[src/rtl/bcharger_timed.sv]
// Single-cell charge-phase controller with debounce, phase timeouts and fault latch.
// Optional thermal pause feature is enabled by defining BCHG_TEMP_EN.
module bcharger_timed #(
   parameter int DEB_N    = 4,
   parameter int TRKL_TMO = 1024,
   parameter int CHG_TMO  = 65536
) (
   input  logic       clk,
   input  logic       reset,
   input  logic       en,
   input  logic       vtrkl,
   input  logic       vterm,
   input  logic       iterm,
   input  logic       vrchrg,
   input  logic       fault_clr,
`ifdef BCHG_TEMP_EN
   input  logic       temp_ok,
   output logic       paused,
`endif
   output logic       trkl,
   output logic       fast,
   output logic       vconst,
   output logic       done,
   output logic       fault,
   output logic [1:0] fault_code
);

   localparam int DW = $clog2(DEB_N + 1);
   localparam int TW = (TRKL_TMO > 0) ? $clog2(TRKL_TMO + 1) : 1;
   localparam int CW = (CHG_TMO > 0) ? $clog2(CHG_TMO + 1) : 1;

   localparam logic [DW-1:0] DEB_LAST  = DW'(DEB_N - 1);
   localparam logic [DW-1:0] DEB_ONE   = DW'(1);
   localparam logic [TW-1:0] TRKL_LAST = TW'(TRKL_TMO - 1);
   localparam logic [TW-1:0] TRKL_MAX  = TW'(TRKL_TMO);
   localparam logic [TW-1:0] TRKL_ONE  = TW'(1);
   localparam logic [CW-1:0] CHG_LAST  = CW'(CHG_TMO - 1);
   localparam logic [CW-1:0] CHG_MAX   = CW'(CHG_TMO);
   localparam logic [CW-1:0] CHG_ONE   = CW'(1);
   localparam logic          TRKL_ON   = (TRKL_TMO > 0);
   localparam logic          CHG_ON    = (CHG_TMO > 0);

   typedef enum logic [2:0] {
      S_OFF    = 3'd0,
      S_TRKL   = 3'd1,
      S_FAST   = 3'd2,
      S_VCONST = 3'd3,
      S_DONE   = 3'd4,
      S_FAULT  = 3'd5
   } state_t;

   state_t          state;
   state_t          nxt;
   logic [1:0]      code_nxt;
   logic [DW-1:0]   deb_cnt;
   logic [TW-1:0]   trkl_tmr;
   logic [CW-1:0]   chg_tmr;
   logic            cond;
   logic            active;
   logic            temp_good;
   logic            hold;
   logic            deb_hit;
   logic            trkl_to;
   logic            chg_to;

`ifdef BCHG_TEMP_EN
   assign temp_good = temp_ok;
`else
   assign temp_good = 1'b1;
`endif

   // Exit condition, pause qualification, debounce and timeout decode
   always_comb begin
      cond = 1'b0;
      case (state)
         S_TRKL:   cond = vtrkl;
         S_FAST:   cond = vterm;
         S_VCONST: cond = iterm;
         S_DONE:   cond = vrchrg;
         default:  cond = 1'b0;
      endcase
      active  = (state == S_TRKL) || (state == S_FAST) ||
                (state == S_VCONST);
      hold    = active && en && !temp_good;
      deb_hit = cond && (deb_cnt == DEB_LAST) && !hold;
      trkl_to = TRKL_ON && (state == S_TRKL) &&
                (trkl_tmr == TRKL_LAST) && !hold;
      chg_to  = CHG_ON && ((state == S_FAST) || (state == S_VCONST)) &&
                (chg_tmr == CHG_LAST) && !hold;
   end

   // Next-state selection: fault latch, enable override, pause, phase flow
   always_comb begin
      nxt      = state;
      code_nxt = fault_code;
      if (state == S_FAULT) begin
         if (fault_clr) begin
            nxt      = S_OFF;
            code_nxt = 2'b00;
         end
      end else if (!en) begin
         nxt = S_OFF;
      end else if (!hold) begin
         case (state)
            S_OFF: nxt = S_TRKL;
            S_TRKL: begin
               if (deb_hit) begin
                  nxt = S_FAST;
               end else if (trkl_to) begin
                  nxt      = S_FAULT;
                  code_nxt = 2'b01;
               end
            end
            S_FAST: begin
               if (deb_hit) begin
                  nxt = S_VCONST;
               end else if (chg_to) begin
                  nxt      = S_FAULT;
                  code_nxt = 2'b10;
               end
            end
            S_VCONST: begin
               if (deb_hit) begin
                  nxt = S_DONE;
               end else if (chg_to) begin
                  nxt      = S_FAULT;
                  code_nxt = 2'b10;
               end
            end
            S_DONE: begin
               if (deb_hit) nxt = S_TRKL;
            end
            default: nxt = S_OFF;
         endcase
      end
   end

   // State, counters and registered one-hot mode outputs
   always_ff @(posedge clk or posedge reset) begin
      if (reset) begin
         state      <= S_OFF;
         deb_cnt    <= '0;
         trkl_tmr   <= '0;
         chg_tmr    <= '0;
         trkl       <= 1'b0;
         fast       <= 1'b0;
         vconst     <= 1'b0;
         done       <= 1'b0;
         fault      <= 1'b0;
         fault_code <= 2'b00;
`ifdef BCHG_TEMP_EN
         paused     <= 1'b0;
`endif
      end else begin
         state      <= nxt;
         fault_code <= code_nxt;

         if ((nxt != state) || !cond || hold)
            deb_cnt <= '0;
         else
            deb_cnt <= deb_cnt + DEB_ONE;

         if ((nxt == S_OFF) || ((nxt == S_TRKL) && (state != S_TRKL)))
            trkl_tmr <= '0;
         else if ((state == S_TRKL) && !hold && (trkl_tmr != TRKL_MAX))
            trkl_tmr <= trkl_tmr + TRKL_ONE;

         if ((nxt == S_OFF) || ((nxt == S_FAST) && (state != S_FAST)))
            chg_tmr <= '0;
         else if (((state == S_FAST) || (state == S_VCONST)) && !hold &&
                  (chg_tmr != CHG_MAX))
            chg_tmr <= chg_tmr + CHG_ONE;

         trkl   <= (nxt == S_TRKL)   && !hold;
         fast   <= (nxt == S_FAST)   && !hold;
         vconst <= (nxt == S_VCONST) && !hold;
         done   <= (nxt == S_DONE);
         fault  <= (nxt == S_FAULT);
`ifdef BCHG_TEMP_EN
         paused <= hold;
`endif
      end
   end

endmodule

[config.mk]
export PLATFORM = sky130hd
export DESIGN_NAME = bcharger_timed
export DESIGN_NICKNAME = d
export VERILOG_FILES = /design/src/rtl/bcharger_timed.sv
export SDC_FILE = /design/constraint.sdc
export NUM_CORES = 1
export LEC_CHECK = 0
export BUFFER_PORTS_ARGS = -buffer_cell sky130_fd_sc_hd__buf_2
export CAP_MARGIN = 20
export CORE_ASPECT_RATIO = 1.75
export CORE_MARGIN = 2
export CORE_UTILIZATION = 54
export DETAILED_ROUTE_END_ITERATION = 8
export HOLD_SLACK_MARGIN = 0.02
export PLACE_DENSITY_LB_ADDON = 0.2
export SLEW_MARGIN = 10
export SYNTH_ARGS = -nofsm -noshare
export SYNTH_HDL_FRONTEND = slang
export SYNTH_SLANG_ARGS = --single-unit
[constraint.sdc]
create_clock -name clk -period 2.4 [get_ports clk]
set_clock_uncertainty 0.15 [all_clocks]
set_input_delay 0.48 -clock clk [delete_from_list [all_inputs] [get_ports clk]]
set_output_delay 0.48 -clock clk [all_outputs]
set_load 0.05 [all_outputs]
# After elaboration in Yosys (flattened, before gate mapping)
# Cells that the tools add are included.
# classes
muxes,24
reduce_logical,20
addsub,3
n_eq_ne,23
# op_table
op,count
$mux 17,2
$mux 3,10
$mux 11,2
$add 17x1->17 const B,1
$eq 17x16->1 const B,1
$ne 17x17->1 const B,1
$eq 3x2->1 const B,5
$pmux 3 s5,1
$mux 2,7
$eq 3x3->1 const B,4
$ne 3x2->1 const B,4
$add 11x1->11 const B,1
$eq 11x10->1 const B,1
$ne 11x11->1 const B,1
$logic_and 1x1->1,7
$reduce_and 7->1,1
$eq 3x1->1 const B,2
$logic_not 3->1,2
$ne 3x1->1 const B,2
$reduce_bool 2->1,3
$logic_or 1x1->1,4
$pmux 1 s4,1
$pmux 2 s2,1
$add 3x1->3 const B,1
5 further kinds,5
# word_totals
ff_bits,41
input_bits,8
output_inout_bits,7
wordCells,80

# Longest topological paths before layout
# depth
ltp_word,12
mapped_depth,12
depth_no_buf,11

# Least setup slack after synthesis
# No wires, ideal clock.
# synth_timing
kind,register to register
startpoint,register chg_tmr[2]
endpoint,register deb_cnt[0]
path_slack_ps,-14
synth_period_minus_slack_ps,2414
stages_incl_launch_ff,12
setup_ps,127
t_arrival_ps,2138
required_ps,2123
path_buffers,0
path_cell_list,dfrtp_1 > nand4_1 > nor2_1 > nand3_1 > nor2_1 > ha_1 > nor3_1 > o21ai_0 > o2111ai_2 > or2_2 > o211ai_1 > nor2_1
# synth_via
elab_chain_len,10
word_cells_on_any_way,11
cone_classes,2 x eq/ne; 7 x mux; 2 x reduce/logical
# synth_lines
element,line,rtl
start: declaration,57,logic [CW-1:0] chg_tmr;
start signal: assignment,172,chg_tmr <= chg_tmr + CHG_ONE;
$eq 17x16->1 (*),89,(chg_tmr == CHG_LAST) && !hold;
$logic_and 1x1->1 (*),88,chg_to = CHG_ON && ((state == S_FAST) || (state == S_VCONST)) &&
$mux 3 (*),"117, 125",
$mux 3 (on tied branches),"123, 115",
$pmux 3 s5 (*),104,case (state)
$mux 3 (*),101,end else if (!en) begin
$mux 3 (*),96,if (state == S_FAULT) begin
$ne 3x3->1 (*),158,if ((nxt != state) || !cond || hold)
$logic_or 1x1->1 (*),158,
$mux 3 (*),158,
end signal: assignment,161,deb_cnt <= deb_cnt + DEB_ONE;
end: declaration,55,logic [DW-1:0] deb_cnt;
# Every way passes the cells marked *; elsewhere a longest branch is shown, timed or not.
# A chain may end at the register's enable or synchronous reset.

# Final worst setup path
# layout_timing
startpoint,register chg_tmr[5]
endpoint,register deb_cnt[2]
# The elaborated chain is that of the path after synthesis.

==> summary.md <==
| Metric | Value |
|---|---|
| Status | `complete, no violations` |
| HP Class | `input port to asynchronous set/reset pin` |
| Buffers plus inverters on the worst setup path | `0` |
| Initial core utilization | `0.563` |
| Slew @ Worst Pin | `531 ps` |
| DP Wirelength | `3.76 mm` |
| Site row count | `31` |
| Period utilization | `0.995` |
| Max Root-Sink Buffers | `2` |
| Hold Violations, Final | `0` |
| Multi-input gate area | `1270 sq um` |
| CTS tree | `done` |
| Clock transition at the registers of the reported paths | `roughly 80 ps` |
| Cell mode on critical path | `nor2_2` |
| Detailed Route Iter0 Violations | `65` |
| Routability Congestion | `0.877` |
| Die W | `~54 um` |
| Non-filler instance count after layout | `368` |
| Vias in the first global route | `approximately 2,000` |
| Filler cells | `312` |
| CP Capture Type | `flop` |
| Final net count | `333` |
| Initial antenna violation count | `0` |
| Complex-gate fraction of the synthesized area | `0.115` |
| Clock Sinks | `41` |
| Share of layout cells above drive strength 1 | `0.313` |
| Mean Syn Cell Area | `9.02 sq um` |
| RSZ-0062 raised after global routing | `true` |
| Ys Warns | `0` |
| Fmax achieved | `roughly 0.42 GHz` |
| Crit-path cells | `nand4_1, nor2_2, nand3_1, nor2_2, ha_2, nor3_2, o21ai_1, o2111ai_2, or2_4, o211ai_1, nor2_1` |
| Type of origin of the critical path | `flop` |
| Mean number of vias per cell | `between 5 and 6` |
| Vias | `2,084` |
| Synth Area in Simple Gates | `0.260` |
| Post-route DRC violation count | `0` |
| CP top delay family | `simple AND/OR/NAND/NOR gates` |
| WP data required | `2430 ps` |
| Pre-CTS WS | `-78.3 ps` |
| Most frequent cells after synthesis | `54 x nor2_1, 41 x dfrtp_1, 17 x inv_1` |
| Fraction of registers with async set/reset | `1.00` |
| Most frequent cell after synthesis | `nor2_1` |
| Clk_lat worst skew | `300 ps` |
| Slew headroom | `0.646` |
| # Max-Cap Violations | `0` |
| H-Tree Level Count | `2` |
| Total track usage | `0.243` |
| Combinational family with the most area after synthesis | `simple AND/OR/NAND/NOR gates` |
| Post-route ant nets | `0` |
| Flops & latches, synth | `41` |
| Diode count | `0` |
| 1st-pass router iterations | `4` |
| Worst Path Arrival | `2420 ps` |
| Leak Pwr | `1.34 nW` |
| Post-synth EDFFs | `0` |
| Post-synth top area cell | `dfrtp_1` |
| Register area share after synthesis | `0.439` |
| First-pass GRT wire length | `about 9 mm` |
| Final setup viols | `0` |
| Max VDD drop | `0.000383 V` |
| Final wirelength | `approximately 6 mm` |
| IO Port Bufs | `14` |
| CP max stage cell | `dfrtp_1` |
| Xor/xnor share of the synthesized area | `0.0937` |
| Final worst setup slack | `12.3 ps` |
| Reg2Reg Depth | `11` |
| Setup TNS | `0 ps` |
| Reg area | `1030 sq um` |
| Mapped Nets | `between 200 and 300` |
| CTS Hold Bufs | `0` |
| Cell depth of the worst setup path | `11` |
| # IOs | `15` |
| Fin crit period | `2390 ps` |
| Pin count of the biggest net entering global routing | `42` |
| Finished Core Util | `0.714` |
| Ranking of synthesized cells by area | `dfrtp_1 44%, nor2_1 8.7%, xor2_1 4.9%` |
| CTS root buffer | `clkbuf_8` |
| WHS | `148 ps` |
| CTS Buf Count | `5` |
| Largest stage delay, worst path | `380 ps` |
| Post-synthesis mux area share | `0.00964` |
| Die area | `4890 sq um` |
| Slew Limit Fails | `0` |
| Pwr dens | `421 nW/um^2` |
| Synth-to-Final Area Change | `26.8%` |
| Adder-Cell Fraction of Synth Area | `0.0375` |
| CP max FO | `3` |
| Die H | `91.0 um` |
| Synth Instances | `259` |
| Mapped cell area | `2340 sq um` |
| Core footprint | `4150 sq um` |
| Post-Place Cells | `343` |
| Yosys top cell area share | `0.439` |
| Synth cell types | `45` |
| Routed wire per std cell | `15.9 um` |
| Predominant post-synthesis flop cell | `dfrtp_1` |
| GR Overflow Total | `0` |
| Worst Path Class, Setup | `flop to flop` |
-- cell type report --
type | instances | share of cell area
Clock inverter | 3 | 0.00591
Timing Repair Buffer | 60 | 0.152
Clock buffer | 5 | 0.0232
Sequential cell | 41 | 0.347
Tap cell | 49 | 0.0207
Multi-Input combinational cell | 193 | 0.430
Inverter | 17 | 0.0215
-- repair_timing --
action	CTS	global route
endpoints found under the setup margin	3	33
pin swaps	9	15
cloned	0	1
resized for setup	4	18
setup buffers	7	10
-- cells by family (layout without fill, tap and decap cells) --
logic type | Yosys count | in the layout
simple gates | 120 | 120
mux | 2 | 2
buf+inv | 25 | 85
xor+xnor | 25 | 25
flops | 41 | 41
compound gates | 39 | 39
fa+ha+maj | 7 | 7
-- state kept, by name, summed over array words and instances (netlist names), 2 cells and up --
register    cells
chg_tmr        17
trkl_tmr       11
deb_cnt         3
state           3
fault_code      2
-- per-stage QoR --
| step | instance area, sq um | power (mW) |
|---|---|---|
| 2_1_floorplan | 2340 | 0.766 |
| 3_3_place_gp | 2660 | 0.797 |
| 3_5_place_dp | 2660 | 0.800 |
| 4_1_cts | 2810 | 1.25 |
| 5_1_grt | 2960 | 1.29 |
| 6_report | 2960 | 1.25 |
-- tightest hold or removal path, stage by stage --
cell and delay, ps:
buf_2 90, inv_1 40, buf_4 430
-- path summary, 6_finish.rpt --
path	slack, ps	start	end
worst max register to register	10	chg_tmr[5]$_DFFE_PP0P_	deb_cnt[2]$_DFF_PP0_
worst min register to register	290	deb_cnt[0]$_DFF_PP0_	deb_cnt[0]$_DFF_PP0_
min in group clk	290	deb_cnt[0]$_DFF_PP0_	deb_cnt[0]$_DFF_PP0_
worst min-delay path	150	reset	fault_code[0]$_DFFE_PP0P_
worst max-delay path	10	chg_tmr[5]$_DFFE_PP0P_	deb_cnt[2]$_DFF_PP0_
max in group asynchronous	1550	reset	state[1]$_DFF_PP0_
-- per-layer routing --
metal | routed length (um) | track usage | up-vias
met1 | 2100 | 0.243 | 1004
li1 | - | - | 997
met3 | 188 | 0.0345 | 22
met5 | 0 | 0 | -
met2 | 3340 | 0.447 | 61
met4 | 219 | 0.128 | 0
-- power breakdown --
group	internal [mW]	total, mW	switching, mW
Combinational	0.0391	0.0973	0.0582
Sequential	0.694	0.698	0.00335
Clock	0.201	0.452	0.251
-- cell usage in the layout (no fill, tap or decap), types with 3 or more instances in the layout --
cell,Yosys,routed
ha_1,7,4
nand3_1,8,8
and3_1,4,4
nor2b_1,4,4
xnor2_1,12,12
dfrtp_1,41,39
nor4_1,4,4
buf_4,0,43
a21oi_1,13,10
o21ai_0,8,7
nor2_1,54,49
nand2_1,16,15
buf_2,3,14
inv_1,17,16
a21oi_2,2,4
clkbuf_8,0,5
xor2_1,13,13
nand4_1,9,9
nand2b_1,3,3
nor2_2,0,5
No activity file was read; power rests on OpenSTA's default activity.
